===== src/rtl/ps2_mouse_tracker.sv =====
// PS/2 stream-mode packet assembler: 3-byte packets -> clamped absolute cursor and left-click pulse.
// Optional inter-byte timeout enabled by defining MOUSE_TIMEOUT_EN.
module ps2_mouse_tracker #(
  parameter int X_MAX          = 239,
  parameter int Y_MAX          = 319,
  parameter int X_INIT         = 120,
  parameter int Y_INIT         = 160,
  parameter int TIMEOUT_CYCLES = 1000000
) (
  input  logic       clk,
  input  logic       rst_n,
  input  logic [7:0] rx_data,
  input  logic       rx_valid,
  output logic [7:0] mouse_xpos,
  output logic [8:0] mouse_ypos,
  output logic       left_btn,
  output logic       pos_valid,
  output logic       left_click,
  output logic       packet_error
);

  typedef enum logic [1:0] {B0, B1, B2} state_t;

  localparam logic signed [10:0] XMAX_S = 11'(X_MAX);
  localparam logic signed [10:0] YMAX_S = 11'(Y_MAX);

  state_t      state_q;
  // Header kept as {y_ovf, x_ovf, y_sign, x_sign, left}
  logic [4:0]  hdr_q;
  logic [7:0]  dxb_q;
  logic [7:0]  xpos_q;
  logic [8:0]  ypos_q;
  logic        btn_q;
  logic        pos_valid_q;
  logic        click_q;
  logic        err_q;

  logic signed [8:0]  dx_d;
  logic signed [8:0]  dy_d;
  logic signed [10:0] nx_d;
  logic signed [10:0] ny_d;
  logic [7:0]         xpos_d;
  logic [8:0]         ypos_d;

  function automatic logic [7:0] clamp_x(input logic signed [10:0] v);
    if (v < 0)           return 8'd0;
    else if (v > XMAX_S) return XMAX_S[7:0];
    else                 return v[7:0];
  endfunction

  function automatic logic [8:0] clamp_y(input logic signed [10:0] v);
    if (v < 0)           return 9'd0;
    else if (v > YMAX_S) return YMAX_S[8:0];
    else                 return v[8:0];
  endfunction

  // The y byte is consumed straight from rx_data so the packet lands on the same edge.
  always_comb begin
    dx_d   = hdr_q[3] ? 9'sd0 : $signed({hdr_q[1], dxb_q});
    dy_d   = hdr_q[4] ? 9'sd0 : $signed({hdr_q[2], rx_data});
    nx_d   = $signed({3'b000, xpos_q}) + $signed({{2{dx_d[8]}}, dx_d});
    ny_d   = $signed({2'b00, ypos_q}) - $signed({{2{dy_d[8]}}, dy_d});
    xpos_d = clamp_x(nx_d);
    ypos_d = clamp_y(ny_d);
  end

`ifdef MOUSE_TIMEOUT_EN
  localparam int CNT_W = $clog2(TIMEOUT_CYCLES + 1);
  logic [CNT_W-1:0] cnt_q;
  logic             tmo;
  // An arriving byte always beats an expiring counter.
  assign tmo = (state_q != B0) && !rx_valid && (cnt_q == CNT_W'(TIMEOUT_CYCLES - 1));
`else
  localparam int unused_timeout_cycles = TIMEOUT_CYCLES;
`endif

  always_ff @(posedge clk or negedge rst_n) begin
    if (!rst_n) begin
      state_q     <= B0;
      hdr_q       <= '0;
      dxb_q       <= '0;
      xpos_q      <= 8'(X_INIT);
      ypos_q      <= 9'(Y_INIT);
      btn_q       <= 1'b0;
      pos_valid_q <= 1'b0;
      click_q     <= 1'b0;
      err_q       <= 1'b0;
`ifdef MOUSE_TIMEOUT_EN
      cnt_q       <= '0;
`endif
    end else begin
      pos_valid_q <= 1'b0;
      click_q     <= 1'b0;
      err_q       <= 1'b0;
      case (state_q)
        B0: if (rx_valid) begin
          if (rx_data[3]) begin
            hdr_q   <= {rx_data[7:4], rx_data[0]};
            state_q <= B1;
          end else begin
            err_q   <= 1'b1;
          end
        end
        B1: if (rx_valid) begin
          dxb_q   <= rx_data;
          state_q <= B2;
        end
        B2: if (rx_valid) begin
          xpos_q      <= xpos_d;
          ypos_q      <= ypos_d;
          btn_q       <= hdr_q[0];
          click_q     <= hdr_q[0] & ~btn_q;
          pos_valid_q <= 1'b1;
          state_q     <= B0;
        end
        default: state_q <= B0;
      endcase
`ifdef MOUSE_TIMEOUT_EN
      if (tmo) begin
        state_q <= B0;
        err_q   <= 1'b1;
      end
      if (state_q == B0 || rx_valid || tmo) cnt_q <= '0;
      else                                  cnt_q <= cnt_q + 1'b1;
`endif
    end
  end

  assign mouse_xpos   = xpos_q;
  assign mouse_ypos   = ypos_q;
  assign left_btn     = btn_q;
  assign pos_valid    = pos_valid_q;
  assign left_click   = click_q;
  assign packet_error = err_q;

endmodule

===== config.mk =====
export PLATFORM = sky130hd
export DESIGN_NAME = ps2_mouse_tracker
export DESIGN_NICKNAME = d
export VERILOG_FILES = /design/src/rtl/ps2_mouse_tracker.sv
export SDC_FILE = /design/constraint.sdc
export NUM_CORES = 1
export LEC_CHECK = 0
export BUFFER_PORTS_ARGS = -buffer_cell sky130_fd_sc_hd__buf_2
export CORE_UTILIZATION = 50
export DETAILED_ROUTE_END_ITERATION = 16
export PLACE_DENSITY = 0.71
export SLEW_MARGIN = 20
export SYNTH_ARGS = -nofsm -noshare
export SYNTH_HDL_FRONTEND = slang
export SYNTH_SLANG_ARGS = --single-unit

===== constraint.sdc =====
create_clock -name clk -period 7.21 [get_ports clk]
set_input_delay 0.721 -clock clk [delete_from_list [all_inputs] [get_ports clk]]
set_output_delay 0.721 -clock clk [all_outputs]
set_load 0.01 [all_outputs]

==> results.tsv <==
metric	value	unit
drc	0	
power.switching	527	uW
peakVddDrop	0.263	mV
synthArstFlopShare	100	%
start_util	52.7	%
wire_per_inst	14.5	um
clkLatencyLatePin	290	ps
clock-sinks	36	
grt_overflow	0	
hp-start	left_btn$_DFFE_PN0P_	
synth.area.top_cells	dfrtp_1 (32%), ha_1 (9.7%), dfstp_2 (6.8%)	
ys_warn_count	0	
path_class	in -> reg	
critical_path.top_delay_family	compound AO/OA/AOI/OAI gates	
min_period	2960	ps
core	4410	um2
cts_buffer_depth	2	
p_leak	1.25	nW
vias	1796	
crit_required	7370	ps
post-place-ws	3960	ps
clkPwrFrac	14.2	%
synth_top_area_share	32.2	%
cts_hold_buf	0	
synth_most_common_cell	dfrtp_1	
postCtsSetupBuffers	0	
synth_seq_cells	36	
r2r_cells	10	
area_delta_synth_final	13.9	%
antenna_found_initial	0	
grt_pass1_wl	7880	um
numCtsBuffers	5	
cp.arrival	3120	ps
final_net_count	296	
cp_slowest_cell	a21oi_1	
gr-usage-all-layers	20.7	%
row_count	24	
syn_nets	260	
status	complete, no violations	
fin_setup_tns	0	ps
worstMarginPinSlew	809	ps
fmax	338	MHz
diodes	0	
fin_ws	4250	ps
p_int	721	uW
cp_max_fo	6	
seqPwrFrac	27.7	%
die_area	4930	um2
hpwl	3500	um
ctsResizeCount	0	
maxCapViolCount	0	
finalPower	1.25	mW
synth_largest_area_cell	dfrtp_1	
h-tree-depth	2	
rsz0062_at_grt	no	
routed_wl	4600	um
drv_slew	0	
grt_pass1_vias	1757	
startpoint	rx_data[0]	
fin_skew	4.46	ps
relSlewSlack	46.0	%
port_buffers	31	
drt_iter0_markers	37	
yosysUniqueCellTypes	46	
routabilityCongestion	0.862	
cpPeakStageDelay	440	ps
vias_per_cell	5.65	
setup_viol	0	
syn-instance-count	229	
grt_max_degree	37	
start_kind	primary input	
hold_class	reg -> reg	
ant_nets	0	
sw_frac_of_total	42.2	%
postSynthAreaPerCell	10.2	um2
synth_flop_cell	dfrtp_1	
path_clk_slew	70	ps
cts_tree	built	
hold_viol_final	0	
die_x	70.2	um
p_comb_share	58.1	%
r2r-start	hdr_q[4]$_DFFE_PN0P_	
ys_top_cells_by_count	dfrtp_1 (30), a21oi_1 (23), ha_1 (18), nand2_1 (17)	
worstPathCellList	buf_2, nor2b_1, ha_1, inv_1, fa_1, a21o_1, a221o_1, xnor2_1, nand2_1, a21oi_1, a31oi_1	
cp-end-kind	register	
ys_seq_area_share	39.0	%
synth_edf_count	0	
io_pins	32	
drive_gt1_share	25.2	%
clockRootBuffer	clkbuf_8	
cp_num_cells	11	
holdWs	463	ps
powerDensity	470	nW/um2
min_period_over_period	41.1	%
die_y	70.2	um
dr.pass1.iters	4	
crit_buf_inv	2	
synth.cell_area	2330	um2
hold_depth	1	
[power by group through the flow]
stage / clock network [mW] / logic, mW / registers, mW
6_report: 0.177 / 0.725 / 0.346
2_1_floorplan: 0 / 0.559 / 0.353
4_1_cts: 0.182 / 0.726 / 0.347
3_3_place_gp: 0 / 0.711 / 0.347
3_5_place_dp: 0 / 0.720 / 0.351
5_1_grt: 0.189 / 0.811 / 0.358
[kinds of logic (layout without fill, tap and decap cells)]
kind of cell | count (synthesis) | in the layout | share of synthesized area [%]
xor gates and xnor gates | 16 | 16 | 6.02
buffers and inverters | 13 | 50 | 2.10
and+or+nand+nor | 60 | 60 | 14.6
muxes | 13 | 13 | 6.29
DFF | 36 | 36 | 39.0
adders and majority gates | 20 | 20 | 11.4
AOI/OAI and AO/OA | 71 | 71 | 20.6
[metal layers]
| layer | vias up | part of all wire [%] | routed length (um) | global-route usage, % |
|---|---|---|---|---|
| met5 | - | 0 | 0 | 0 |
| met4 | 0 | 1.6 | 72 | 9.11 |
| met3 | 7 | 2.6 | 118 | 3.46 |
| met2 | 31 | 50 | 2300 | 36.9 |
| met1 | 857 | 46 | 2110 | 24.1 |
| li1 | 901 | - | - | - |
[placed cells by master (no fill, tap or decap), types with 3 or more instances in the layout]
cell       n
buf_2     31
dfrtp_1   30
a21oi_1   23
ha_1      18
nand2_1   17
o21ai_0   13
mux2_2    13
nand2b_1  12
nor2b_1   10
inv_1      9
xnor2_1    9
nor2_1     8
a21o_1     7
xor2_1     7
dfstp_2    6
a22oi_1    5
clkbuf_8   5
nand3b_1   3
o21a_1     3
[through the flow]
| stage | util, % | instance area (um2) | instances |
|---|---|---|---|
| after global placement | 57.7 | 2540 | 310 |
| after CTS | 60.1 | 2650 | 318 |
| after detailed placement | 57.7 | 2540 | 310 |
| after floorplan | - | 2330 | 229 |
| final | 60.1 | 2650 | 318 |
| after global routing | 60.1 | 2650 | 318 |
[final cells by class]
cell class / count / area (um2)
tap: 52 / 65.1
timing repair buffer: 32 / 163
sequential: 36 / 908
clock buffer: 6 / 72.6
fill: 382 / 1760
multi-input combinational: 180 / 1370
clock inverter: 2 / 35.0
inverter: 10 / 37.5
[final timing paths]
path	endpoint	slack, ps
max	mouse_ypos[0]$_DFFE_PN0P_	4250
min	left_click$_DFF_PN0_	460
max reg2reg	mouse_ypos[0]$_DFFE_PN0P_	4310
min reg2reg	left_click$_DFF_PN0_	460
max in group asynchronous	dxb_q[4]$_DFFE_PN0P_	6180
min in group asynchronous	mouse_xpos[2]$_DFFE_PN0P_	520
[registers in the layout, indices dropped and copies added, names as in the netlist]
| signal | cells |
|---|---|
| packet_error | 1 |
| pos_valid | 1 |
| left_btn | 1 |
| mouse_xpos | 8 |
| dxb_q | 8 |
| left_click | 1 |
| mouse_ypos | 9 |
| hdr_q | 5 |
| state_q | 2 |
[worst register-to-register path: cells and delay by family (launching register included)]
kind / cells / cell delay (ps)
DFF: 1 / 460
and+or+nand+nor: 2 / 260
adders and majority gates: 2 / 560
buffers and inverters: 1 / 50
xor gates and xnor gates: 1 / 270
AOI/OAI and AO/OA: 4 / 1160
No activity file was read; power rests on OpenSTA's default activity.
